--- src/rtl/dma_seq_state_reg.sv ---
`default_nettype none
// ============================================================================
// dma_seq_state_reg : registered state and address-control half of the DMA
//                     sequencer (present-state latch, pointer, X/Y counters)
// Rev 1.0
// ============================================================================
module dma_seq_state_reg #(
   parameter int AW        = 16,
   parameter int CW        = 8,
   parameter int PAGE_BITS = 8
) (
   input  logic          clk,
   input  logic          rst_n,
   input  logic          start,
   input  logic          abort,
   input  logic          rmw_cfg,
   input  logic [AW-1:0] base_addr,
   input  logic [AW-1:0] stride,
   input  logic [CW-1:0] xlen,
   input  logic [CW-1:0] ylen,
   input  logic          dmnst3B,
   input  logic          dmnst2B,
   input  logic          dmnst1B,
   input  logic          dmnst0B,
   input  logic          adctlp2B,
   input  logic          adctlp1B,
   input  logic          adctlp0B,
   input  logic          mem_rdy,
   output logic          dmpst3,
   output logic          dmpst2,
   output logic          dmpst1,
   output logic          dmpst0,
   output logic          xskip,
   output logic          yskip,
   output logic          page,
   output logic          rmwB,
   output logic          mem_req,
   output logic          mem_we,
   output logic [AW-1:0] mem_addr,
   output logic          busy,
   output logic          done
);

   localparam int HW = AW - PAGE_BITS;

   localparam logic [2:0] OP_HOLD  = 3'd0;
   localparam logic [2:0] OP_LOAD  = 3'd1;
   localparam logic [2:0] OP_RD    = 3'd2;
   localparam logic [2:0] OP_WR    = 3'd3;
   localparam logic [2:0] OP_ROW   = 3'd4;
   localparam logic [2:0] OP_PAGE  = 3'd5;
   localparam logic [2:0] OP_WRINC = 3'd6;
   localparam logic [2:0] OP_ERR   = 3'd7;

   localparam logic [3:0]    C_IDLE     = 4'd0;
   localparam logic [HW-1:0] C_HI_ONE   = HW'(1);
   localparam logic [CW-1:0] C_CNT_ONE  = CW'(1);
   localparam logic [AW-1:0] C_ADDR_ONE = AW'(1);

   logic [3:0]    st_q,   st_d;
   logic [AW-1:0] addr_q, addr_d;
   logic [CW-1:0] xcnt_q, xcnt_d;
   logic [CW-1:0] ycnt_q, ycnt_d;
   logic          rmw_q,  rmw_d;
   logic          err_q,  err_d;
   logic          done_q, done_d;

   logic [3:0]    w_ns;
   logic [2:0]    w_op;
   logic          w_busy;
   logic          w_access;
   logic          w_write;
   logic          w_stall;
   logic          w_start;
   logic          w_adv;
   logic          w_op_en;
   logic [HW-1:0] w_page_hi;

   assign w_ns   = ~{dmnst3B, dmnst2B, dmnst1B, dmnst0B};
   assign w_op   = ~{adctlp2B, adctlp1B, adctlp0B};
   assign w_busy = (st_q != C_IDLE);

   assign w_access = (w_op == OP_RD) | (w_op == OP_WR) | (w_op == OP_WRINC);
   assign w_write  = (w_op == OP_WR) | (w_op == OP_WRINC);
   assign w_stall  = mem_req & ~mem_rdy;

   // The load issued alongside an accepted start executes at that same edge.
   assign w_start = ~w_busy & start & ~abort;
   assign w_adv   = w_busy & ~w_stall & ~abort;
   assign w_op_en = w_start | w_adv;

   assign w_page_hi = addr_q[AW-1:PAGE_BITS] + C_HI_ONE;

   always_comb begin
      st_d   = st_q;
      addr_d = addr_q;
      xcnt_d = xcnt_q;
      ycnt_d = ycnt_q;
      rmw_d  = rmw_q;
      err_d  = err_q;
      done_d = 1'b0;

      if (abort) begin
         st_d = C_IDLE;
      end else if (w_start) begin
         st_d  = w_ns;
         rmw_d = rmw_cfg;
      end else if (w_adv) begin
         st_d   = w_ns;
         done_d = (w_ns == C_IDLE);
      end

      if (w_op_en) begin
         case (w_op)
            OP_LOAD: begin
               addr_d = base_addr;
               xcnt_d = xlen;
               ycnt_d = ylen;
            end
            OP_RD, OP_WRINC: begin
               addr_d = addr_q + C_ADDR_ONE;
               xcnt_d = xcnt_q - C_CNT_ONE;
            end
            OP_ROW: begin
               addr_d = addr_q + stride;
               xcnt_d = xlen;
               ycnt_d = ycnt_q - C_CNT_ONE;
            end
            OP_PAGE: begin
               addr_d = {w_page_hi, {PAGE_BITS{1'b0}}};
            end
            OP_ERR: begin
               err_d = 1'b1;
            end
            default: begin
               addr_d = addr_q;
            end
         endcase
      end
   end

   always_ff @(posedge clk) begin
      if (!rst_n) begin
         st_q   <= C_IDLE;
         addr_q <= '0;
         xcnt_q <= '0;
         ycnt_q <= '0;
         rmw_q  <= 1'b0;
         err_q  <= 1'b0;
         done_q <= 1'b0;
      end else begin
         st_q   <= st_d;
         addr_q <= addr_d;
         xcnt_q <= xcnt_d;
         ycnt_q <= ycnt_d;
         rmw_q  <= rmw_d;
         err_q  <= err_d;
         done_q <= done_d;
      end
   end

   assign {dmpst3, dmpst2, dmpst1, dmpst0} = st_q;

   assign xskip    = (xcnt_q == '0);
   assign yskip    = (ycnt_q == '0);
   assign page     = &addr_q[PAGE_BITS-1:0];
   assign rmwB     = ~rmw_q;
   assign mem_req  = w_busy & w_access;
   assign mem_we   = mem_req & w_write;
   assign mem_addr = addr_q;
   assign busy     = w_busy;
   assign done     = done_q;

endmodule
`default_nettype wire

--- config.mk ---
export PLATFORM = sky130hd
export DESIGN_NAME = dma_seq_state_reg
export DESIGN_NICKNAME = d
export VERILOG_FILES = /design/src/rtl/dma_seq_state_reg.sv
export SDC_FILE = /design/constraint.sdc
export NUM_CORES = 1
export LEC_CHECK = 0
export ABC_CLOCK_PERIOD_IN_PS = 3500
export BUFFER_PORTS_ARGS = -buffer_cell sky130_fd_sc_hd__clkbuf_2
export CAP_MARGIN = 20
export CORE_MARGIN = 2
export CORE_UTILIZATION = 45
export DETAILED_ROUTE_END_ITERATION = 7
export PLACE_DENSITY = 0.71
export REMOVE_ABC_BUFFERS = 1
export SLEW_MARGIN = 20
export SYNTH_ARGS = -nofsm -noshare
export SYNTH_HDL_FRONTEND = slang
export SYNTH_SLANG_ARGS = --single-unit
--- constraint.sdc ---
create_clock -name clk -period 3.5 [get_ports clk]
set_input_delay 0.175 -clock clk [delete_from_list [all_inputs] [get_ports clk]]
set_output_delay 0.175 -clock clk [all_outputs]
set_load 0.1 [all_outputs]
==> run_results.csv, run 1 <==
group,metric,value,unit
grt,grt_pass1_wl,13.9,mm
grt,grt_overflow_total,0,
timing,post-route-min-period,2.67,ns
routing,drtAntennaViolNets,0,
timing,fin_tns_setup,0,ns
timing,fin_crit_sh,76.2,%
synthesis,syn-instance-count,407,
timing,setup_viol,0,
layout,drive_above_1_share,23.7,%
routing,drt_iter0_drc,135,
clock_tree,post_cts_resized,0,
run,maxCapViolCount,0,
routing,dr_total_vias,3263,
setup_path,required,3.69,ns
layout,area_delta_synth_final,18.0,%
placement,dp_slack,0.566,ns
timing,max_slew_margin,47.7,%
grt,grt_pass1_vias,2959,
clock_tree,post_cts_buffers,0,
synthesis,synth-async-reset-ratio,0,%
layout,final_cell_mix,"clkbuf_2, nor2_1, a21oi_1, o21ai_0, dfxtp_1",
routing,dr.pass1.iters,6,
setup_path,arrival,2.85,ns
timing,rsz0062_at_grt,"no",
grt,met2_usage,37.2,%
hold_path,min-delay-path-class,"primary input to flop",
clock_tree,postCtsHoldBufs,0,
floorplanning,die_y,87.8,microns
floorplanning,coreArea,6790,sq um
setup_path,worstRegToRegCells,8,
synthesis,synth.cell_area,3160,sq um
placement,globalplace.congestion,0.892,
timing,worst_clock_skew,0.00514,ns
synthesis,synth_warnings,0,
synthesis,synth_edf_count,0,
clock_tree,cts_buffer_depth,2,
floorplanning,die_width,87.8,microns
grt,grt_start_max_net_pins,39,
grt,grt.met3_usage,3.68,%
pwr,vdd_drop_max,0.000194,V
routing,via_per_inst,5.61,
run_status,status,"finished, final reports clean",
floorplanning,ios,89,
clock_tree,h-tree-depth,2,
timing,final-hold-violation-count,0,
placement,place.detailed.hpwl,6.36,mm
placement,io_buffers,88,
routing,routed_wl,8.42,mm
setup_path,cp-end-kind,"flop",
grt,grtUsageMet1,30.8,%
clock_tree,cts.sinks,38,
layout,final_cells,582,
timing,setup_slack,0.834,ns
timing,timing.fmax,375,MHz
synthesis,yosysTopAreaCell,"dfxtp_1",
floorplanning,num_rows,30,
pwr,total_leakage_power,1.68,nW
routing,routedWlPerCell,14.5,microns
synthesis,synth_seq_cells,38,
pwr,power_density,391,nW/um^2
layout,nFillCells,660,
placement,placed_cell_area,3630,sq um
synthesis,ys.flop_type,"dfxtp_1",
synthesis,yosysSeqAreaShare,24.1,%
placement,dp.cells,574,
synthesis,syn_area_per_cell,7.76,sq um
clock_tree,cts_tree,"done",
routing,drcViolationCount,0,
grt,track_usage,22.5,%
setup_path,cp-start-kind,"primary input",
layout,fin_nets,567,
layout,stdcell_area,3730,sq um
grt,antenna_found_initial,0,
clock_tree,path_clk_slew,0.08,ns
grt,grt-busiest-layer,"met2",
clock_tree,root_buffer,"clkbuf_8",
clock_tree,clk_latency,0.30,ns
synthesis,netlist-cell-type-count,65,
synthesis,synth_top_cell_area_share,24.1,%
setup_path,crit_end,"mem_addr[14]",
clock_tree,cts_made_buffers,5,
timing,maxSlewViolCount,0,
setup_path,critPathLaunch,"adctlp1B",
layout,layout_commonest_cell,"clkbuf_2",
setup_path,worstPathMaxFanout,15,
setup_path,rrSetupSlack,1.12,ns
layout,n_antenna_cell,0,
synthesis,synth_area_leaders,"dfxtp_1, ha_1, a21oi_1, o21ai_0, nor2_1",
setup_path,timing.rr.end,"mem_addr[14]",
floorplanning,die_area,7700,sq um
setup_path,r2r-start,"mem_addr[0]",
setup_path,crit_type,"primary input to flop",
timing,tightest_slew,0.785,ns
timing,whs,0.0626,ns
floorplanning,initial_core_util,46.5,%
report_power, final:
part	internal, mW	leakage (nW)	switching [mW]
Clock	0.159	0.0472	0.175
Sequential	0.465	0.310	0.0414
Combinational	0.174	1.33	0.442
Total	0.797	1.68	0.659
registers in the layout (all words and copies together) (netlist names):
name,cells
mem_addr,16
rmw_q,1
ycnt_q,8
st_q,4
xcnt_q,8
done,1
layer usage:
layer,up-vias,wire (microns)
met4,0,87
met1,1488,4060
li1,1671,-
met3,9,414
met2,95,3860
met5,-,0
per-stage QoR:
step / power (mW) / utilization [%]
after floorplan: 0.986 / -
after global routing: 1.54 / 54.8
after detailed placement: 1.13 / 53.4
after global placement: 1.12 / 53.4
after CTS: 1.46 / 54.8
final: 1.46 / 54.8
worst min-delay path by stage:
stage / from / endpoint / slack, ns / cells after the start
2_1_floorplan: dmnst0B / st_q[0] / 0.27 / 1
6_report: dmnst3B / st_q[3] / 0.06 / 2
3_5_place_dp: dmnst3B / st_q[3] / 0.38 / 2
4_1_cts: dmnst3B / st_q[3] / 0.06 / 2
3_3_place_gp: dmnst3B / st_q[3] / 0.38 / 2
5_1_grt: dmnst2B / st_q[2] / 0.07 / 2
cells by family (layout without fill, tap and decap cells):
logic type,Yosys count,count (layout),synth area share [%]
compound gates,147,147,31.7
buf+inv,27,106,4.16
fa+ha+maj,21,21,8.56
mux,4,4,1.27
simple gates,155,155,26.0
flops,38,38,24.1
xor+xnor,15,15,4.16
final cells by class:
type                       count  area (sq um)  share of cell area (%)
multi-input combinational    342          2260                    60.8
sequential                    38           761                    20.4
timing repair buffer          90           455                    12.2
tap                           96           120                    3.22
clock buffer                   6          82.6                    2.22
inverter                       8          30.0                   0.806
clock inverter                 2          12.5                   0.336
synth_stat cells (all sizes together) (2+ instances only):
cell and count:
a21o 6, nor3 10, and3b 2, nand2 29, o21ai 42, a221o 2, a211oi 6, a221oi 9
o211a 2, o21bai 2, xor2 8, o31a 2, a21boi 4, a22oi 2, nor2 41, nor3b 7
a31oi 6, dfxtp 38, nand2b 3, nand3b 2, o21a 5, o221a 3, o22a 2, mux2i 4
nor2b 3, nor4 5, nand4 4, o211ai 4, ha 20, inv 8, nand3 10, and2 26
and3 9, clkbuf 10, buf 9, a21oi 40, xnor2 7
worst max-delay path: stages:
cell	delay (ns)
clkbuf_2	0.26
and3b_1	0.39
nand2b_1	0.11
ha_1	0.24
fa_1	0.42
a21o_1	0.20
a311oi_1	0.37
o21a_1	0.22
a21boi_0	0.16
mux2i_1	0.21
a31oi_1	0.09
Note: power is estimated with default switching activity, not from simulation.
==> run 2, diff against run 1 <==
ABC_CLOCK_PERIOD_IN_PS = 2310   (was 3500)
PLACE_DENSITY = 0.73   (was 0.71)
clock period = 2.31 ns   (was 3.5 ns; I/O delays follow)
==> run 2 against run 1 <==
  * Non-clock buffer count up 39
  * Clock power grew 36%
  * Combinational power up 67%
  * Core utilization up 4.2 points
  * Critical endpoint is now mem_addr[6]
  * Wire length is 9.0% higher
  * Cell area rose by 7.7%
  * Cell count up 6.5%
  * Die area did not move
  * Critical path type is now flop to flop
  * Largest power group unchanged
  * Total power increased by 54%
  * Sequential power grew 49%
  * Clock skew rose by 0.0053 ns
==> run_results.csv, run 2 (synthesized netlist as in run 1, its figures left out) <==
group,metric,value,unit
grt,grtUsageMet1,33.7,%
timing,fin_tns_setup,0,ns
placement,place.detailed.hpwl,6.98,mm
routing,drt_iter0_drc,120,
floorplanning,die_area,7700,sq um
timing,final-hold-violation-count,0,
setup_path,crit_chain,"ha_1 > fa_1 > a21o_1 > buf_4 > a31o_2 > a21oi_1 > xnor2_1 > a221oi_1 > nor2_1",
timing,maxSlewViolCount,0,
pwr,total_leakage_power,1.88,nW
timing,worst_clock_skew,0.0104,ns
setup_path,arrival,2.36,ns
timing,max_slew_margin,52.3,%
clock_tree,path_clk_slew,0.08,ns
layout,layout_commonest_cell,"clkbuf_2",
setup_path,cp-end-kind,"flop",
setup_path,crit_type,"flop to flop",
hold_path,whs_path_depth,2,
setup_path,worstRegToRegCells,9,
setup_path,rrSetupSlack,0.13,ns
floorplanning,die_y,87.8,microns
grt,grt_pass1_vias,3204,
hold_path,min-delay-path-class,"primary input to flop",
layout,largest_register_ffs,16,
layout,final_cell_mix,"clkbuf_2, nor2_1, a21oi_1, buf_4, o21ai_0",
grt,track_usage,24.0,%
timing,setup_viol,0,
grt,grt_start_max_net_pins,39,
routing,drtAntennaViolNets,0,
layout,final_cells,620,
routing,via_per_inst,5.61,
clock_tree,cts_tree,"done",
timing,post-route-min-period,2.18,ns
setup_path,required,2.49,ns
run_status,status,"finished, final reports clean",
grt,grt.met3_usage,3.02,%
clock_tree,cts_made_buffers,5,
layout,fin_nets,606,
hold_path,min_from,"dmnst3B",
timing,tightest_slew,0.715,ns
clock_tree,postCtsHoldBufs,0,
setup_path,timing.rr.end,"mem_addr[6]",
routing,routed_wl,9.18,mm
grt,grt_pass1_wl,14.9,mm
floorplanning,initial_core_util,46.5,%
clock_tree,h-tree-depth,2,
pwr,vdd_drop_max,0.000310,V
grt,grt-busiest-layer,"met2",
placement,dp.cells,613,
layout,seqCellArea,761,sq um
clock_tree,root_buffer,"clkbuf_8",
routing,dr.pass1.iters,4,
floorplanning,num_rows,30,
grt,antenna_found_initial,0,
timing,rsz0062_at_grt,"no",
floorplanning,die_width,87.8,microns
layout,multi_input_area,2270,sq um
floorplanning,ios,89,
floorplanning,coreArea,6790,sq um
hold_path,min_delay_worst_endpoint,"st_q[3]",
setup_path,worstPathMaxFanout,2,
grt,grt_overflow_total,0,
placement,io_buffers,88,
clock_tree,post_cts_buffers,0,
timing,fin_crit_sh,94.3,%
routing,drcViolationCount,0,
routing,dr_total_vias,3480,
setup_path,slowest_delay,0.39,ns
clock_tree,clk_latency,0.30,ns
setup_path,r2r-start,"mem_addr[0]",
clock_tree,cts.sinks,38,
timing,timing.fmax,459,MHz
layout,n_antenna_cell,0,
pwr,power_density,557,nW/um^2
layout,area_delta_synth_final,27.2,%
clock_tree,cts_buffer_depth,2,
placement,globalplace.congestion,0.907,
grt,met2_usage,39.9,%
layout,nFillCells,634,
routing,routedWlPerCell,14.8,microns
setup_path,crit_slowest_cell,"fa_1",
run,maxCapViolCount,0,
setup_path,cp-start-kind,"flop",
layout,drive_above_1_share,29.6,%
-- run 2: cell count changes in the layout (fill, tap and decap cells not counted), sizes merged --
| cell | delta |
|---|---|
| clkinv | +1 |
| clkinvlp | -1 |
| buf | +39 |
| clkbuf | -1 |
-- run 2: what timing repair did --
action,in CTS,in global routing
setup endpoints to repair,0,5
endpoints found under the hold margin,0,0
gates resized for setup,0,5
-- run 2: routing by layer --
metal	routed length, microns	share of wire, %
met1	4280	47
met2	4360	47
met3	469	5.1
met4	68	0.74
met5	0	0
-- run 2: worst max-delay path by stage --
stage          slack, ns           end  depth (start not counted)   startpoint
6_report            0.13   mem_addr[6]                          9  mem_addr[0]
5_1_grt            0.006  mem_addr[15]                         12     adctlp2B
4_1_cts             0.06  mem_addr[10]                          8  mem_addr[0]
3_5_place_dp       -0.22  mem_addr[10]                         11     adctlp2B
3_3_place_gp       -0.19  mem_addr[10]                         11     adctlp2B
2_1_floorplan      -3.44        mem_we                          3      st_q[1]
-- run 2: area by class of cell --
class / count / share of cell area (%)
multi-input cells: 342 / 56.6
clock buffers: 5 / 1.71
clock inverters: 2 / 0.249
inverters: 8 / 0.748
flip-flops and latches: 38 / 19.0
repair buffers: 129 / 18.7
well taps: 96 / 2.99
-- run 2: per-stage QoR --
step	total power, mW	setup WS (ns)	cell area [sq um]	hold slack, ns	utilization, %
3_5_place_dp	1.79	-0.219	3920	0.324	57.8
4_1_cts	2.23	0.0580	4000	0.0143	58.9
6_report	2.24	0.131	4010	0.0101	59.1
3_3_place_gp	1.77	-0.194	3920	0.320	57.8
2_1_floorplan	1.49	-3.44	3060	0.211	-
5_1_grt	2.35	0.00620	4010	0.0195	59.1
-- run 2: where the power goes --
group / total (mW) / switching, mW / internal (mW)
clock network: 0.454 / 0.251 / 0.203
logic: 1.03 / 0.705 / 0.323
registers: 0.753 / 0.0494 / 0.704
-- run 2: worst max-delay path, delay by kind of cell, from the launching register on --
| kind | cells | cell delay [ns] |
|---|---|---|
| AO/OA/AOI/OAI | 4 | 0.84 |
| adder cells (fa/ha/maj) | 2 | 0.61 |
| flip-flops | 1 | 0.32 |
| buffers and inverters | 1 | 0.14 |
| XOR/XNOR | 1 | 0.09 |
| AND/OR/NAND/NOR | 1 | 0.08 |
==> run 3, diff against run 2 <==
CORE_UTILIZATION = 48   (was 45)
PLACE_DENSITY = 0.77   (was 0.73)
RECOVER_POWER = 50   (was default)
==> run 3 against run 2 <==
  * Combinational power hardly changed
  * Via count up 0.98%
  * Largest cell class unchanged
  * Global-route usage up 0.96 points
  * Sequential power is essentially flat
  * Non-clock buffer count shrank 3
  * Critical path depth is 2 higher
  * Core utilization up 3.9 points
  * Highest routed layer unchanged
  * Cell area decreased by 0.41%
  * Die area fell by 6.0%
  * Sequential cell count did not move
==> run_results.csv, run 3 (synthesized netlist as in run 1, its figures left out) <==
group,metric,value,unit
run_status,status,"finished, final reports clean",
hold_path,min-delay-path-class,"primary input to flop",
routing,dr.pass1.iters,4,
timing,post-route-min-period,2.22,ns
hold_path,whs_path_depth,2,
clock_tree,post_cts_buffers,0,
layout,layout_commonest_cell,"clkbuf_2",
floorplanning,coreArea,6350,sq um
grt,grt_pass1_wl,15.1,mm
grt,grt-busiest-layer,"met2",
floorplanning,initial_core_util,49.7,%
setup_path,timing.rr.end,"mem_addr[8]",
pwr,pwr-share-clk,29.0,%
setup_path,cp_num_buf_inv,3,
routing,dr_total_vias,3514,
timing,maxSlewViolCount,0,
setup_path,cp-start-kind,"primary input",
floorplanning,die_width,85.1,microns
clock_tree,path_clk_slew,0.08,ns
clock_tree,cts_made_buffers,5,
clock_tree,h-tree-depth,2,
pwr,power_frac_comb,40.6,%
grt,met2_usage,42.3,%
pwr,power_density,621,nW/um^2
timing,tightest_slew,1.19,ns
layout,utilization,63.0,%
setup_path,cp-end-kind,"flop",
clock_tree,root_buffer,"clkbuf_8",
pwr,seqPwrFrac,30.4,%
layout,nFillCells,596,
clock_tree,cts.sinks,38,
setup_path,worstRegToRegCells,8,
setup_path,arrival,2.46,ns
grt,grt.met3_usage,3.60,%
floorplanning,ios,89,
timing,worst_clock_skew,0.0116,ns
floorplanning,die_y,85.1,microns
routing,via_per_inst,5.87,
clock_tree,cts_tree,"done",
routing,drt_iter0_drc,213,
timing,timing.fmax,450,MHz
layout,seqCellArea,761,sq um
routing,drcViolationCount,0,
setup_path,r2r-start,"mem_addr[0]",
setup_path,crit_family,"compound AO/OA/AOI/OAI gates",
pwr,p_switching,1.01,mW
routing,routed_wl,9.00,mm
grt,grtUsageMet1,33.5,%
timing,fin_crit_sh,96.1,%
layout,fin_nets,603,
setup_path,crit_type,"primary input to flop",
timing,final-hold-violation-count,0,
pwr,internal_power,1.47,mW
pwr,switching_share,40.7,%
layout,largest_register_ffs,16,
layout,area_delta_synth_final,26.6,%
hold_path,min_delay_worst_endpoint,"st_q[3]",
run,maxCapViolCount,0,
pwr,power,2.48,mW
layout,n_antenna_cell,0,
grt,grt_overflow_total,0,
clock_tree,cts_buffer_depth,2,
setup_path,crit_top_cell,"buf_4",
routing,routedWlPerCell,15.0,microns
layout,final_cell_mix,"clkbuf_2, nor2_1, a21oi_1, o21ai_0, dfxtp_1",
layout,multi_input_area,2270,sq um
clock_tree,clk_latency,0.29,ns
layout,drive_above_1_share,24.7,%
hold_path,min_from,"dmnst3B",
setup_path,required,2.55,ns
grt,grt_pass1_vias,3284,
routing,drtAntennaViolNets,0,
setup_path,slowest_delay,0.35,ns
grt,track_usage,24.9,%
setup_path,crit_slowest_cell,"o32a_1",
timing,rsz0062_at_grt,"no",
placement,place.detailed.hpwl,6.86,mm
grt,grt_start_max_net_pins,39,
setup_path,rrSetupSlack,0.15,ns
floorplanning,die_area,7240,sq um
placement,globalplace.congestion,0.894,
setup_path,crit_chain,"clkbuf_2 > and3b_2 > buf_4 > buf_4 > and2_1 > ha_1 > a21o_1 > o21bai_1 > o31a_1 > o32a_1 > nand3_1",
setup_path,worstPathMaxFanout,15,
floorplanning,num_rows,29,
pwr,vdd_drop_max,0.000472,V
placement,io_buffers,88,
pwr,total_leakage_power,1.81,nW
setup_path,cp.depth,11,
timing,setup_viol,0,
grt,antenna_found_initial,0,
timing,max_slew_margin,21.2,%
## run 3: changes by cell type in the layout (fill, tap and decap cells not counted), moves of 2 or more
cell and delta:
buf_4 -3, clkbuf_1 +23, bufinv_16 +2, clkinv_2 -2, clkbuf_2 -23
## run 3: power by group through the flow
stage	clock network (mW)	logic, mW	registers (mW)
6_report	0.719	1.01	0.754
3_5_place_dp	0	1.01	0.768
3_3_place_gp	0	0.991	0.766
5_1_grt	0.747	1.09	0.761
4_1_cts	0.727	1.01	0.754
2_1_floorplan	0	0.503	0.991
## run 3: layout make-up
| type | instances | area share (%) |
|---|---|---|
| flip-flops and latches | 38 | 19.0 |
| clock inverters | 2 | 1.50 |
| inverters | 8 | 0.751 |
| multi-input cells | 342 | 56.7 |
| clock buffers | 6 | 2.07 |
| well taps | 77 | 2.41 |
| repair buffers | 126 | 17.5 |
## run 3: worst register-to-register path, stage by stage (launching register included)
cell      delay (ns)
dfxtp_1         0.32
ha_1            0.22
fa_1            0.39
a21o_1          0.20
a311oi_2        0.27
o21a_1          0.21
xnor2_1         0.08
a221oi_1        0.26
a21oi_1         0.10
## run 3: timing repair
item                                    4_1_cts  5_1_grt
gates resized for setup                       1        4
hold buffers                                  1        0
endpoints found under the setup margin        4        5
pin swaps                                     0        1
endpoints found under the hold margin         1        0
## run 3: through the flow
| step | hold slack [ns] | cells | TNS [ns] | instance area (sq um) | setup slack [ns] |
|---|---|---|---|---|---|
| finish | 0.0124 | 599 | 0 | 4000 | 0.0895 |
| detailed placement | 0.317 | 590 | -2.05 | 3870 | -0.361 |
| floorplan | 0.211 | 388 | -13.27 | 3060 | -3.44 |
| global placement | 0.315 | 590 | -1.39 | 3870 | -0.281 |
| CTS | 0.00466 | 599 | 0 | 4020 | 0.000535 |
| global route | 0.0268 | 599 | 0 | 4000 | 0.00907 |
## run 3: worst max path at each step
stage                              end        start
after floorplan                 mem_we      st_q[1]
after global placement    mem_addr[10]     adctlp2B
after detailed placement  mem_addr[10]     adctlp2B
after CTS                 mem_addr[10]  mem_addr[0]
after global routing      mem_addr[14]     adctlp2B
final                     mem_addr[15]     adctlp1B
## run 3: layer usage
metal	vias up	part of all wire, %	routed length [microns]
li1	1734	-	-
met1	1610	45	4050
met2	154	47	4210
met3	16	6.7	607
met4	0	1.5	134
met5	-	0	0
